File: src/rtl/tt_dff_ram_seq.sv
// Flip-flop RAM with address pointer, auto-increment bursts and clear sequencer.
// Optional per-word even parity is enabled with TT_DFF_RAM_PARITY_EN.
module tt_dff_ram_seq #(
  parameter int DATA_W = 8,
  parameter int ADDR_W = 4,
  parameter int DEPTH  = 16
) (
  input  logic              clk,
  input  logic              rst,
  input  logic              ena,
  input  logic              cmd_valid,
  output logic              cmd_ready,
  input  logic [1:0]        cmd_op,
  input  logic [ADDR_W-1:0] cmd_addr,
  input  logic [DATA_W-1:0] cmd_data,
  input  logic              cmd_inc,
  input  logic              par_inj,
  output logic [DATA_W-1:0] rd_data,
  output logic              rd_valid,
  output logic              rd_perr,
  output logic              data_oe,
  output logic [ADDR_W-1:0] ptr,
  output logic              busy
);

  localparam logic [1:0] OP_LOAD  = 2'b00;
  localparam logic [1:0] OP_WRITE = 2'b01;
  localparam logic [1:0] OP_READ  = 2'b10;
  localparam logic [1:0] OP_CLEAR = 2'b11;

  localparam logic [0:0] S_CLEAR = 1'b0;
  localparam logic [0:0] S_IDLE  = 1'b1;

  localparam logic [ADDR_W:0] DEPTH_X = (ADDR_W+1)'(DEPTH);
  localparam logic [ADDR_W:0] LAST_X  = (ADDR_W+1)'(DEPTH - 1);

  logic [0:0]        state;
  logic [DATA_W-1:0] mem [0:DEPTH-1];
  logic              rv_q;
  logic              in_range;
  logic              accept;
  logic              clr_wr;
  logic              clr_done;
  logic              do_wr;
  logic [ADDR_W-1:0] ptr_inc;
  logic [DATA_W-1:0] rd_word;
  logic              perr_next;

  assign busy      = (state == S_CLEAR);
  assign cmd_ready = ~busy & ena;
  assign accept    = cmd_valid & cmd_ready;
  assign in_range  = {1'b0, ptr} < DEPTH_X;
  assign clr_wr    = busy & ena;
  assign clr_done  = clr_wr & ({1'b0, ptr} == LAST_X);
  assign do_wr     = accept & (cmd_op == OP_WRITE) & in_range;
  assign rd_word   = in_range ? mem[ptr] : '0;
  assign rd_valid  = rv_q & ena;

  // Wrap at DEPTH, so an out-of-range pointer also returns to 0
  assign ptr_inc = ({1'b0, ptr} >= LAST_X) ? '0 : ptr + 1'b1;

`ifdef TT_DFF_RAM_PARITY_EN
  logic par [0:DEPTH-1];

  assign perr_next = in_range ? ((^mem[ptr]) ^ par[ptr]) : 1'b0;

  always_ff @(posedge clk) begin
    if (!rst) begin
      if (clr_wr)
        par[ptr] <= 1'b0;
      else if (do_wr)
        par[ptr] <= (^cmd_data) ^ par_inj;
    end
  end
`else
  logic unused_inj;

  assign unused_inj = par_inj;
  assign perr_next  = 1'b0;
`endif

  always_ff @(posedge clk) begin
    if (!rst) begin
      if (clr_wr)
        mem[ptr] <= '0;
      else if (do_wr)
        mem[ptr] <= cmd_data;
    end
  end

  always_ff @(posedge clk) begin
    if (rst) begin
      state   <= S_CLEAR;
      ptr     <= '0;
      rd_data <= '0;
      rv_q    <= 1'b0;
      rd_perr <= 1'b0;
      data_oe <= 1'b0;
    end else begin
      rv_q <= 1'b0;
      if (clr_wr) begin
        ptr <= clr_done ? '0 : ptr + 1'b1;
        if (clr_done)
          state <= S_IDLE;
      end else if (accept) begin
        unique case (cmd_op)
          OP_LOAD: begin
            ptr     <= cmd_addr;
            data_oe <= 1'b0;
          end
          OP_WRITE: begin
            data_oe <= 1'b0;
            if (cmd_inc)
              ptr <= ptr_inc;
          end
          OP_READ: begin
            rd_data <= rd_word;
            rd_perr <= perr_next;
            rv_q    <= 1'b1;
            data_oe <= 1'b1;
            if (cmd_inc)
              ptr <= ptr_inc;
          end
          OP_CLEAR: begin
            ptr   <= '0;
            state <= S_CLEAR;
          end
        endcase
      end
    end
  end

endmodule

File: config.mk
export PLATFORM = sky130hd
export DESIGN_NAME = tt_dff_ram_seq
export DESIGN_NICKNAME = d
export VERILOG_FILES = /design/src/rtl/tt_dff_ram_seq.sv
export SDC_FILE = /design/constraint.sdc
export NUM_CORES = 1
export LEC_CHECK = 0
export ABC_AREA = 1
export CAP_MARGIN = 40
export CORE_ASPECT_RATIO = 1.2
export CORE_MARGIN = 2
export CORE_UTILIZATION = 62
export CTS_BUF_LIST = sky130_fd_sc_hd__clkbuf_8
export CTS_CLUSTER_DIAMETER = 50
export DETAILED_ROUTE_END_ITERATION = 10
export PLACE_DENSITY = 0.79
export REMOVE_ABC_BUFFERS = 1
export SLEW_MARGIN = 20
export SYNTH_ARGS = -nofsm -noshare
export SYNTH_HDL_FRONTEND = slang
export SYNTH_SLANG_ARGS = --single-unit
File: constraint.sdc
create_clock -name clk -period 2.4 [get_ports clk]
set_clock_uncertainty 0.1 [all_clocks]
set_input_delay 0.6 -clock clk [delete_from_list [all_inputs] [get_ports clk]]
set_output_delay 0.6 -clock clk [all_outputs]
set_load 0.01 [all_outputs]
==> run_results.csv, run 1 <==
group,metric,value,unit
route,drc,0,
sta,rsz0062_at_grt,"no",
placed_design,post_dp_cell_area,7096,sq um
sta,slew_viol_final,0,
placed_design,post-dp-hpwl,10.07,mm
yosys,syn_area_per_cell,9.794,sq um
cts,cts_sinks,143,
cts,clockRootBuffer,"clkbuf_8",
yosys,netlist_area,6425,sq um
min_path,hold_path.class,"flop to flop",
cts,clk_pin_slew_worst_paths,70,ps
route,dr.pass1.iters,5,
yosys,yosysSeqAreaShare,64.50,%
grt,overflow,0,
setup_path,required,1700,ps
finish,drive_gt1_share,12.26,%
cts,ctsHtreeMaxLevel,4,
power,peakVddDrop,0.0008521,V
yosys,synth-seq-cells,143,
route,wl_met3,1.131,mm
power,powerDensity,661.4,nW/um^2
sta,min_period,2338,ps
yosys,synth_edf_count,128,
sta,tightest_slew,538.2,ps
sta,setup_violations,0,
sta,hold_viol_final,0,
route,wl,14.97,mm
floorplan,ios,37,
setup_path,critical_path_class,"input pin to primary output",
floorplan,start_util,63.87,%
min_path,holdPathStages,2,
grt,antenna_found_initial,0,
cts,clkLatencyLatePin,450,ps
finish,syn2layout_area_growth,16.36,%
route,wl_per_cell,17.25,um
sta,min_period_over_period,97.43,%
grt,grt_first_pass_wirelength,23.05,mm
floorplan,die_w,96.93,um
route,top_layer,"met4",
cts,numCtsBuffers,17,
finish,fin_area,7476,sq um
cts,cts_setup_buffers,0,
route,drt_iter0_markers,558,
yosys,syn_inst,656,
floorplan,coreArea,10060,sq um
finish,final_common_cell,"nand2_1",
sta,maxSlewHeadroom,63.99,%
route,dr_wl_met2,7.760,mm
sta,fmaxAchievable,0.4276,GHz
cts,cts_tree,"built",
yosys,synthArstFlopShare,0,%
floorplan,dieHeight,115.5,um
placed_design,portBuffers,34,
finish,num-nets-final,759,
route,vias,4767,
setup_path,cp.arrival,1640,ps
placed_design,dp.cells,836,
yosys,yosys_most_used_dff,"edfxtp_1",
finish,antenna_cells,0,
placed_design,place_worst_setup_slack,-291.0,ps
grt,grt_max_degree,42,
route,ant_nets,0,
yosys,yosysUniqueCellTypes,28,
setup_path,worst-r2r-cell-count,8,
floorplan,die_area,11200,sq um
placed_design,place.gp.congestion,0.9153,
route,vias_per_cell,5.492,
job,maxCapViolCount,0,
finish,final_cell_mix,"185 x nand2_1, 128 x edfxtp_1, 101 x inv_1, 71 x nor2_1, 67 x nand3_1",
sta,setup_slack,61.59,ps
grt,grt_use_total,27.59,%
grt,first_global_vias,4611,
setup_path,path_max_fanout,2,
floorplan,std_cell_rows,40,
sta,timing.hold.ws,387.6,ps
setup_path,cp-start-kind,"input pin",
cts,cts_max_path_buffers,2,
yosys,yosysWarnings,0,
run_status,run_status,"finished, final reports clean",
power,leakage,3.238,nW
setup_path,worstSetupEndpointType,"primary output",
route,met1_length,5.657,mm
finish,stdcell_count,868,
through the flow:
stage	setup TNS (ps)	util, %	power [mW]
2_1_floorplan	-107810	-	3.000
3_3_place_gp	-28410	70.35	3.162
3_5_place_dp	-27400	70.53	3.175
4_1_cts	0	74.30	4.959
5_1_grt	0	74.32	5.101
6_report	0	74.32	4.945
final timing paths:
path	to	from	slack, ps
hold / removal	data_oe$_SDFFE_PP0P_	data_oe$_SDFFE_PP0P_	390
setup reg to reg	mem[13][4]$_DFFE_PP_	state$_SDFFE_PP0P_	410
setup / recovery	cmd_ready	ena	60
hold reg to reg	data_oe$_SDFFE_PP0P_	data_oe$_SDFFE_PP0P_	390
report_power, final:
group,internal [mW],switching (mW)
combinational,0.153,0.271
sequential,2.69,0.0182
clock,0.914,0.903
cell usage after synthesis, types with 2 or more instances:
cell      number  area share, %
nand2_1      185             11
dfxtp_1       15            4.7
buf_2         13            1.0
a21oi_1        4           0.31
buf_4          3           0.35
nor2_2         2           0.19
inv_1         99            5.8
edfxtp_1     128             60
o21ai_0       29            2.3
clkbuf_1       2           0.12
nand3_1       67            5.2
buf_6          7            1.2
inv_2          5           0.29
nor2_1        71            4.1
nor3_1         4           0.31
ha_1          10            1.9
flip-flops by register name, indices dropped and copies added, names as in the netlist:
| name | count |
|---|---|
| data_oe | 1 |
| mem | 128 |
| ptr | 4 |
| rd_data | 8 |
| rv_q | 1 |
| state | 1 |
cell type report:
| class | instances | area (sq um) |
|---|---|---|
| fill | 663 | 2584 |
| clock buffer | 17 | 234.0 |
| tap | 126 | 157.7 |
| inverter | 104 | 390.4 |
| timing repair buffer | 80 | 686.9 |
| clock inverter | 15 | 147.6 |
| sequential | 143 | 4146 |
| multi-input combinational | 383 | 1713 |
metal layers:
layer / global-route usage [%] / up-vias
li1: - / 2249
met3: 6.333 / 37
met5: 0 / -
met1: 33.26 / 2251
met4: 11.74 / 0
met2: 48.38 / 230
cell families (layout without fill, tap and decap cells):
group	count (synthesis)	in the layout	synth area share (%)
other cells	1	1	0.05837
compound gates	38	38	3.311
fa+ha+maj	10	10	1.947
flops	143	143	64.50
xor+xnor	1	1	0.1363
buf+inv	130	216	8.841
simple gates	333	333	21.21
worst max-delay path: stages:
cell             delay [ps]
clkdlybuf4s50_1         500
nand2_2                  90
buf_4                   150
inv_1                    50
dlygate4sd2_1           260
repair_timing:
| action | 4_1_cts | 5_1_grt |
|---|---|---|
| setup endpoints to repair | 2 | 1 |
| pin swaps | 0 | 0 |
| hold buffers | 0 | 0 |
| resized for setup | 2 | 1 |
Note: power is estimated with default switching activity, not from simulation.
==> run 2: changes to the inputs <==
--- a/config.mk
+++ b/config.mk
@@ -9,11 +9,11 @@
 export CAP_MARGIN = 40
 export CORE_ASPECT_RATIO = 1.2
 export CORE_MARGIN = 2
-export CORE_UTILIZATION = 62
+export CORE_UTILIZATION = 47
 export CTS_BUF_LIST = sky130_fd_sc_hd__clkbuf_8
 export CTS_CLUSTER_DIAMETER = 50
 export DETAILED_ROUTE_END_ITERATION = 10
-export PLACE_DENSITY = 0.79
+export PLACE_DENSITY = 0.62
 export REMOVE_ABC_BUFFERS = 1
 export SLEW_MARGIN = 20
 export SYNTH_ARGS = -nofsm -noshare
==> run 2 against run 1 <==
Against the previous run: critical endpoint is now ptr[2]; utilization down 17 points; flip-flop and latch count unchanged; largest cell class unchanged; via count down 4.4%; non-clock buffer count down 1; clock power up 6%; sequential power about the same; cell count up 4.7%; largest power group unchanged; global-route usage down 6.2 points; fmax up 0.81%; clock-buffer cell count unchanged.
==> run_results.csv, run 2 (same netlist as run 1, synthesis figures left out) <==
group,metric,value,unit
finish,final_cell_mix,"185 x nand2_1, 128 x edfxtp_1, 100 x inv_1, 71 x nor2_1, 67 x nand3_1",
cts,clk_pin_slew_worst_paths,80,ps
sta,fmaxAchievable,0.4311,GHz
setup_path,path_buf_inv,1,
floorplan,coreArea,13300,sq um
grt,overflow,0,
power,comb_power_share,8.4,%
placed_design,place_worst_setup_slack,-153.7,ps
route,vias,4558,
sta,setup_slack,80.32,ps
power,seqPwrFrac,53.4,%
floorplan,start_util,48.32,%
placed_design,portBuffers,34,
finish,ff_latch_area,4145,sq um
setup_path,cp-start-kind,"flop",
power,leakage,3.246,nW
power,peakVddDrop,0.0002837,V
cts,clkLatencyLatePin,440,ps
finish,fill_cells,1169,
sta,rsz0062_at_grt,"no",
sta,hold_viol_final,0,
cts,cts_tree,"built",
sta,min_period,2320,ps
run_status,run_status,"finished, final reports clean",
route,wl,15.11,mm
power,powerDensity,667.1,nW/um^2
grt,antenna_found_initial,0,
setup_path,crit_chain,"clkdlybuf4s50_1",
route,ant_nets,0,
cts,cts_setup_buffers,0,
cts,ctsHtreeMaxLevel,4,
grt,grt_use_total,21.39,%
floorplan,dieHeight,132.1,um
route,wl_per_cell,16.62,um
setup_path,cp_top_family,"buffers and inverters",
finish,num-nets-final,758,
finish,final_common_cell,"nand2_1",
finish,reg_top3,"mem (128), rd_data (8), ptr (4)",
job,maxCapViolCount,0,
finish,antenna_cells,0,
cts,clockRootBuffer,"clkbuf_8",
setup_path,cpPeakStageDelay,620,ps
power,p_switching,1.201,mW
finish,final_util,57.08,%
route,drc,0,
placed_design,post-dp-hpwl,10.02,mm
sta,fin_setup_tns,0,ps
sta,slew_viol_final,0,
grt,grt_max_degree,46,
finish,syn2layout_area_growth,18.11,%
finish,multi_input_area,1713,sq um
sta,min_period_over_period,96.65,%
floorplan,ios,37,
setup_path,worstSetupEndpointType,"primary output",
power,internal-power,3.861,mW
placed_design,place.gp.congestion,0.8264,
floorplan,die_w,110.7,um
setup_path,path_max_fanout,9,
route,dr.pass1.iters,4,
cts,numCtsBuffers,17,
grt,first_global_vias,4516,
setup_path,cp_slowest_cell,"clkdlybuf4s50_1",
setup_path,cp.arrival,1620,ps
grt,grt_first_pass_wirelength,23.71,mm
floorplan,die_area,14620,sq um
floorplan,std_cell_rows,46,
cts,cts_sinks,143,
route,vias_per_cell,5.014,
sta,setup_violations,0,
power,pwr-share-clk,38.2,%
min_path,hold_path.class,"flop to flop",
finish,largest_reg_flops,128,
setup_path,critical_path_class,"flop to primary output",
finish,drive_gt1_share,12.01,%
power,sw_frac_of_total,23.73,%
finish,largest-register,"mem",
setup_path,required,1700,ps
route,drt_iter0_markers,335,
cts,cts_max_path_buffers,2,
-- run 2: cell count changes in the layout (fill, tap and decap cells not counted), moves of 2 or more --
cell | previous run | this run
clkinv_4 | 3 | 0
inv_6 | 1 | 3
buf_4 | 45 | 41
buf_12 | 0 | 4
-- run 2: through the flow --
step / hold slack (ps) / instances / instance area (sq um) / total power [mW]
floorplan: 393.3 / 630 / 6247 / 3.000
global placement: 370.7 / 877 / 7187 / 3.180
detailed placement: 366.9 / 877 / 7187 / 3.186
CTS: 378.0 / 909 / 7589 / 5.095
global route: 410.8 / 909 / 7589 / 5.257
finish: 375.4 / 909 / 7589 / 5.062
-- run 2: area by class of cell --
| class | instances | share of cell area (%) |
|---|---|---|
| clock buffer | 17 | 3.083 |
| timing repair buffer | 79 | 9.580 |
| clock inverter | 15 | 2.226 |
| inverter | 104 | 5.144 |
| sequential | 143 | 54.62 |
| multi-input combinational | 383 | 22.57 |
| tap | 168 | 2.770 |
-- run 2: path summary, 6_finish.rpt --
check / start / endpoint / slack, ps / cells past startpoint
worst max-delay path: ptr[2]$_SDFFE_PP0P_ / ptr[2] / 80 / 1
worst min-delay path: data_oe$_SDFFE_PP0P_ / data_oe$_SDFFE_PP0P_ / 380 / 2
worst max register to register: ptr[0]$_SDFFE_PP0P_ / rd_data[4]$_SDFFE_PP0P_ / 430 / 8
worst min register to register: data_oe$_SDFFE_PP0P_ / data_oe$_SDFFE_PP0P_ / 380 / 2
-- run 2: repair_timing --
action,CTS,global route
setup endpoints to repair,2,0
gates resized for setup,1,0
hold buffers,0,0
-- run 2: power by group through the flow --
stage | registers, mW | clock network [mW] | logic [mW]
final | 2.70 | 1.93 | 0.427
after global routing | 2.70 | 2.07 | 0.480
after CTS | 2.70 | 1.96 | 0.429
after detailed placement | 2.76 | 0 | 0.427
after global placement | 2.76 | 0 | 0.421
after floorplan | 2.78 | 0 | 0.218
-- run 2: metal layers --
metal  vias to the layer above  wire length (um)  GRT usage (%)
met2                       138              7622          36.33
met5                         -                 0              0
li1                       2242                 -              -
met3                        26               788          4.230
met4                         0               400          8.889
met1                      2152              6299          26.86
